[src/rtl/lsu_axi_master.sv]
// Load/store front end: one blocking byte/half/word access mapped onto AXI4-Lite.
// Optional macro LSU_MISALIGN_TRAP_EN: trap misaligned accesses instead of force-aligning them.
module lsu_axi_master (
    input  logic        clk,
    input  logic        rstn,
    input  logic        req_valid,
    output logic        req_ready,
    input  logic        req_we,
    input  logic [31:0] req_addr,
    input  logic [31:0] req_wdata,
    input  logic [1:0]  req_size,
    input  logic        req_unsigned,
    output logic        resp_valid,
    output logic [31:0] resp_rdata,
    output logic        resp_err,
    output logic [31:0] axi_araddr,
    output logic        axi_arvalid,
    input  logic        axi_arready,
    input  logic [31:0] axi_rdata,
    input  logic [1:0]  axi_rresp,
    input  logic        axi_rvalid,
    output logic        axi_rready,
    output logic [31:0] axi_awaddr,
    output logic        axi_awvalid,
    input  logic        axi_awready,
    output logic [31:0] axi_wdata,
    output logic [3:0]  axi_wstrb,
    output logic        axi_wvalid,
    input  logic        axi_wready,
    input  logic [1:0]  axi_bresp,
    input  logic        axi_bvalid,
    output logic        axi_bready
);

    localparam logic [2:0] IDLE    = 3'd0;
    localparam logic [2:0] RD_ADDR = 3'd1;
    localparam logic [2:0] RD_DATA = 3'd2;
    localparam logic [2:0] WR_REQ  = 3'd3;
    localparam logic [2:0] WR_RESP = 3'd4;
    localparam logic [2:0] DONE    = 3'd5;

    // Byte offset actually used for the lanes; half/word offsets are forced aligned.
    function automatic logic [1:0] align_off(input logic [1:0] size, input logic [1:0] off);
        case (size)
            2'd0:    align_off = off;
            2'd1:    align_off = {off[1], 1'b0};
            default: align_off = 2'd0;
        endcase
    endfunction

    function automatic logic [3:0] lane_strb(input logic [1:0] size, input logic [1:0] off);
        case (size)
            2'd0:    lane_strb = 4'b0001 << off;
            2'd1:    lane_strb = 4'b0011 << off;
            default: lane_strb = 4'b1111;
        endcase
    endfunction

    function automatic logic [31:0] load_extend(input logic [31:0] rdata, input logic [1:0] size,
                                                input logic [1:0] off, input logic uns);
        logic [31:0] s;
        s = rdata >> {off, 3'b000};
        case (size)
            2'd0:    load_extend = uns ? {24'd0, s[7:0]}   : {{24{s[7]}}, s[7:0]};
            2'd1:    load_extend = uns ? {16'd0, s[15:0]}  : {{16{s[15]}}, s[15:0]};
            default: load_extend = s;
        endcase
    endfunction

`ifdef LSU_MISALIGN_TRAP_EN
    function automatic logic misaligned(input logic [1:0] size, input logic [1:0] off);
        case (size)
            2'd0:    misaligned = 1'b0;
            2'd1:    misaligned = off[0];
            default: misaligned = (off != 2'd0);
        endcase
    endfunction
`endif

    logic [2:0]  state_q, state_d;
    logic [1:0]  off_q, off_d;
    logic [1:0]  size_q, size_d;
    logic        unsigned_q, unsigned_d;
    logic [31:0] araddr_q, araddr_d;
    logic        arvalid_q, arvalid_d;
    logic        rready_q, rready_d;
    logic [31:0] awaddr_q, awaddr_d;
    logic        awvalid_q, awvalid_d;
    logic [31:0] wdata_q, wdata_d;
    logic [3:0]  wstrb_q, wstrb_d;
    logic        wvalid_q, wvalid_d;
    logic        bready_q, bready_d;
    logic        resp_valid_q, resp_valid_d;
    logic [31:0] resp_rdata_q, resp_rdata_d;
    logic        resp_err_q, resp_err_d;

    logic [1:0]  acc_off;
    logic        aw_done, w_done;
    logic        unused_resp_bits;

    assign acc_off          = align_off(req_size, req_addr[1:0]);
    assign aw_done          = !awvalid_q || axi_awready;
    assign w_done           = !wvalid_q || axi_wready;
    assign unused_resp_bits = axi_rresp[0] ^ axi_bresp[0];

    always_comb begin
        // NOTE: every _d gets a default first, so no path through the case can infer a latch.
        state_d      = state_q;
        off_d        = off_q;
        size_d       = size_q;
        unsigned_d   = unsigned_q;
        araddr_d     = araddr_q;
        arvalid_d    = arvalid_q;
        rready_d     = rready_q;
        awaddr_d     = awaddr_q;
        awvalid_d    = awvalid_q;
        wdata_d      = wdata_q;
        wstrb_d      = wstrb_q;
        wvalid_d     = wvalid_q;
        bready_d     = bready_q;
        resp_valid_d = 1'b0;
        resp_rdata_d = resp_rdata_q;
        resp_err_d   = resp_err_q;

        case (state_q)
            IDLE: begin
                if (req_valid) begin
                    off_d      = acc_off;
                    size_d     = req_size;
                    unsigned_d = req_unsigned;
`ifdef LSU_MISALIGN_TRAP_EN
                    if (misaligned(req_size, req_addr[1:0])) begin
                        state_d      = DONE;
                        resp_valid_d = 1'b1;
                        resp_rdata_d = 32'd0;
                        resp_err_d   = 1'b1;
                    end else
`endif
                    if (req_we) begin
                        state_d   = WR_REQ;
                        awaddr_d  = {req_addr[31:2], 2'b00};
                        awvalid_d = 1'b1;
                        wdata_d   = req_wdata << {acc_off, 3'b000};
                        wstrb_d   = lane_strb(req_size, acc_off);
                        wvalid_d  = 1'b1;
                    end else begin
                        state_d   = RD_ADDR;
                        araddr_d  = {req_addr[31:2], 2'b00};
                        arvalid_d = 1'b1;
                    end
                end
            end
            RD_ADDR: begin
                if (axi_arready) begin
                    arvalid_d = 1'b0;
                    rready_d  = 1'b1;
                    state_d   = RD_DATA;
                end
            end
            RD_DATA: begin
                if (axi_rvalid) begin
                    rready_d     = 1'b0;
                    resp_valid_d = 1'b1;
                    resp_rdata_d = load_extend(axi_rdata, size_q, off_q, unsigned_q);
                    resp_err_d   = axi_rresp[1];
                    state_d      = DONE;
                end
            end
            WR_REQ: begin
                // Address and data channels retire independently; leave once both have.
                if (awvalid_q && axi_awready) awvalid_d = 1'b0;
                if (wvalid_q && axi_wready)   wvalid_d  = 1'b0;
                if (aw_done && w_done) begin
                    bready_d = 1'b1;
                    state_d  = WR_RESP;
                end
            end
            WR_RESP: begin
                if (axi_bvalid) begin
                    bready_d     = 1'b0;
                    resp_valid_d = 1'b1;
                    resp_rdata_d = 32'd0;
                    resp_err_d   = axi_bresp[1];
                    state_d      = DONE;
                end
            end
            DONE:    state_d = IDLE;
            default: state_d = IDLE;
        endcase
    end

    always_ff @(posedge clk or negedge rstn) begin
        if (!rstn) begin
            state_q      <= IDLE;
            off_q        <= 2'd0;
            size_q       <= 2'd0;
            unsigned_q   <= 1'b0;
            araddr_q     <= 32'd0;
            arvalid_q    <= 1'b0;
            rready_q     <= 1'b0;
            awaddr_q     <= 32'd0;
            awvalid_q    <= 1'b0;
            wdata_q      <= 32'd0;
            wstrb_q      <= 4'd0;
            wvalid_q     <= 1'b0;
            bready_q     <= 1'b0;
            resp_valid_q <= 1'b0;
            resp_rdata_q <= 32'd0;
            resp_err_q   <= 1'b0;
        end else begin
            // NOTE: non-blocking assignments so every flop samples pre-edge values.
            state_q      <= state_d;
            off_q        <= off_d;
            size_q       <= size_d;
            unsigned_q   <= unsigned_d;
            araddr_q     <= araddr_d;
            arvalid_q    <= arvalid_d;
            rready_q     <= rready_d;
            awaddr_q     <= awaddr_d;
            awvalid_q    <= awvalid_d;
            wdata_q      <= wdata_d;
            wstrb_q      <= wstrb_d;
            wvalid_q     <= wvalid_d;
            bready_q     <= bready_d;
            resp_valid_q <= resp_valid_d;
            resp_rdata_q <= resp_rdata_d;
            resp_err_q   <= resp_err_d;
        end
    end

    assign req_ready   = (state_q == IDLE);
    assign resp_valid  = resp_valid_q;
    assign resp_rdata  = resp_rdata_q;
    assign resp_err    = resp_err_q;
    assign axi_araddr  = araddr_q;
    assign axi_arvalid = arvalid_q;
    assign axi_rready  = rready_q;
    assign axi_awaddr  = awaddr_q;
    assign axi_awvalid = awvalid_q;
    assign axi_wdata   = wdata_q;
    assign axi_wstrb   = wstrb_q;
    assign axi_wvalid  = wvalid_q;
    assign axi_bready  = bready_q;

endmodule

[config.mk]
export PLATFORM = sky130hd
export DESIGN_NAME = lsu_axi_master
export DESIGN_NICKNAME = d
export VERILOG_FILES = /design/src/rtl/lsu_axi_master.sv
export SDC_FILE = /design/constraint.sdc
export NUM_CORES = 1
export LEC_CHECK = 0
export CAP_MARGIN = 40
export CELL_PAD_IN_SITES_DETAIL_PLACEMENT = 1
export CELL_PAD_IN_SITES_GLOBAL_PLACEMENT = 1
export CORE_AREA = 2 2 91 180
export CTS_CLUSTER_DIAMETER = 80
export DETAILED_ROUTE_END_ITERATION = 7
export DIE_AREA = 0 0 93 182
export DONT_BUFFER_PORTS = 1
export MAX_ROUTING_LAYER = met4
export PLACE_DENSITY_LB_ADDON = 0.08
export SKIP_CTS_REPAIR_TIMING = 1
export SLEW_MARGIN = 15
export SYNTH_ARGS = -nofsm -noshare
export SYNTH_HDL_FRONTEND = slang
export SYNTH_SLANG_ARGS = --single-unit
export TNS_END_PERCENT = 50
[constraint.sdc]
create_clock -name clk -period 1.7 [get_ports clk]
set_input_delay 0.34 -clock clk [delete_from_list [all_inputs] [get_ports clk]]
set_output_delay 0.34 -clock clk [all_outputs]
set_load 0.1 [all_outputs]
==> results.txt <==
Final Max Slew Viols -> 0
synthesized area per cell -> 11.0 sq um
crit share post-route -> 104%
Area Overhead vs Synth -> 33.4%
grt total ovfl -> 0
Initial Utilization -> 42.1%
mapped cell area -> 0.00658 sq mm
Total GRT Usage -> 24.0%
Synth Flop Type -> dfrtp_1
vias in the first global route -> 5,547
first-pass GRT wire length -> 30.5 mm
total CTS buffers -> 17
Critical Path Start Type -> flip-flop
Post-synth EDFFs -> 0
FF-to-FF Start -> state_q[2]$_DFFE_PN0P_
Synth cell types -> 46
violated checks -> negative hold slack, negative setup slack
kind of critical path -> reg2reg
crit path cell chain -> nor3_4 > nand2_2 > nor2_4 > buf_12 > clkbuf_16 > mux2_2
slowest stage cell, crit path -> dfrtp_2
DRT antenna net count -> 0
design area -> 0.00877 sq mm
YS warnings -> 0
Root Driver -> clkbuf_16
DP Wirelength -> 14.0 mm
HP Class -> in2async
Fill cells -> 1,716
Synth Register Bits -> 143
WL/cell -> 21.1 um
Period minus WS final -> 1760 ps
DR pass1 iterations -> 4
final net count -> 864
die area -> 0.0169 sq mm
Final Hold Viols -> 143
Clock Tree Buf Depth -> 2
H-tree levels -> 4
number of clock sinks -> 143
largest net degree at the start of global routing -> 144
Data required, critical path -> 2000 ps
critical path endpoint -> axi_araddr[17]$_DFFE_PN0P_
DIE WIDTH -> 93 um
final wirelength -> 20.4 mm
WHS -> -389 ps
later-pin clock latency in the skew report -> 420 ps
DR vias -> 5,204
CP startpoint -> state_q[2]$_DFFE_PN0P_
Core Area -> 0.0156 sq mm
die span in y -> 182 um
# rows -> 65
worst r2r dst -> axi_araddr[17]$_DFFE_PN0P_
vias per inst -> 5.38
RSZ-0062 raised after global routing -> yes
I/O pin cnt -> 252
initial detailed-routing violation count -> 162
outcome -> finished with violations
Worst-path clk slew -> 60 ps
layout cell share with drive strength beyond 1 -> 37.4%
crit path DAT -> 2060 ps
CTS tree -> built
commonest non-fill, non-tap cells in the layout -> buf_4 (159), nand2_1 (158), dfrtp_1 (139)
sequential area share after synthesis -> 54.4%
Final WS setup -> -61.0 ps
DRC -> 0
r2r setup slk -> -60 ps
skew final -> 12.1 ps
Post-Syn Instances -> 600
async set or reset register ratio after synthesis -> 100%
worst-case reg-to-reg path depth -> 6
commonest non-fill, non-tap cell in the layout -> buf_4
Worst setup EP type -> flip-flop
Max Clk Rate -> 568 MHz
Final Setup Violations -> 31
crit-path max cell delay -> 460 ps
routability cong. -> 0.876
final core utilization -> 56.2%
PortBufs -> 0
max cap viols -> 0
CP Max Fanout -> 8
Area after DPL -> 0.00799 sq mm
initial antenna violation count -> 1
==> per-stage QoR <==
step	std cells	setup TNS, ps	hold WS [ps]	worst slack (ps)
after floorplan	603	-65150	44.4	-741
after global placement	928	0	47.6	42.2
after detailed placement	928	0	47.8	4.19
after CTS	960	-155	-404	-139
after global routing	967	-3950	-406	-119
final	967	-1180	-389	-61.0
==> critical path: cells and delay by family, from the launching register on <==
kind	cells	cell delay (ps)
simple gates	3	570
flops	1	460
mux	1	330
buf+inv	2	280
==> worst min path at each step <==
stage / startpoint / endpoint / slack [ps] / cells past startpoint
floorplan: rstn / axi_araddr[10]$_DFFE_PN0P_ / 40 / 0
global placement: rstn / resp_valid$_DFF_PN0_ / 50 / 0
detailed placement: rstn / resp_rdata[11]$_DFFE_PN0P_ / 50 / 0
CTS: rstn / axi_wstrb[0]$_DFFE_PN0P_ / -400 / 0
global route: rstn / resp_rdata[20]$_DFFE_PN0P_ / -410 / 0
finish: rstn / resp_rdata[20]$_DFFE_PN0P_ / -390 / 0
==> cells by family after synthesis <==
family | count (synthesis) | share of synthesized area (%)
AOI/OAI and AO/OA | 115 | 12.0
buffers and inverters | 51 | 4.09
other | 1 | 0.0570
DFF | 143 | 54.4
muxes | 85 | 15.8
and+or+nand+nor | 205 | 13.7
==> registers in the layout (all words and copies together) (netlist names) <==
signal and flops:
resp_err 1, axi_rready 1, axi_wvalid 1, axi_awvalid 1
axi_bready 1, state_q 3, axi_wdata 32, axi_arvalid 1
resp_valid 1, axi_awaddr 30, off_q 2, unsigned_q 1
axi_wstrb 4, size_q 2, axi_araddr 30, resp_rdata 32
==> final cells by class <==
class	count	area (sq um)	area share, %
flip-flops and latches	143	3580	40.9
multi-input cells	410	2890	33.0
repair buffers	174	1460	16.6
clock buffers	20	447	5.09
well taps	201	251	2.87
clock inverters	12	110	1.26
inverters	6	22.5	0.257
diodes	1	2.50	0.0285
==> synthesized netlist by cell type, types with 9 or more instances <==
| cell | number | share of area [%] |
|---|---|---|
| nor2_1 | 15 | 0.86 |
| dfrtp_1 | 143 | 54 |
| buf_4 | 10 | 1.1 |
| buf_2 | 14 | 1.1 |
| a21oi_1 | 20 | 1.5 |
| a31oi_1 | 12 | 1.1 |
| mux4_2 | 10 | 3.4 |
| mux2i_1 | 25 | 3.8 |
| a221o_1 | 16 | 2.4 |
| clkbuf_1 | 13 | 0.74 |
| a22o_1 | 16 | 2.1 |
| nand2_1 | 160 | 9.1 |
| mux2_2 | 49 | 8.4 |
| nand3b_1 | 9 | 1.0 |
| o21ai_0 | 37 | 2.8 |
==> layer usage <==
layer | GRT usage (%) | routed length, um
met4 | 8.76 | 448
met5 | - | 0
met2 | 36.7 | 10000
met1 | 30.0 | 8440
met3 | 7.39 | 1450
Power is left out: the tool's default activity adds up to more than one toggle a clock period on the data nets, which glitch-free logic cannot reach.
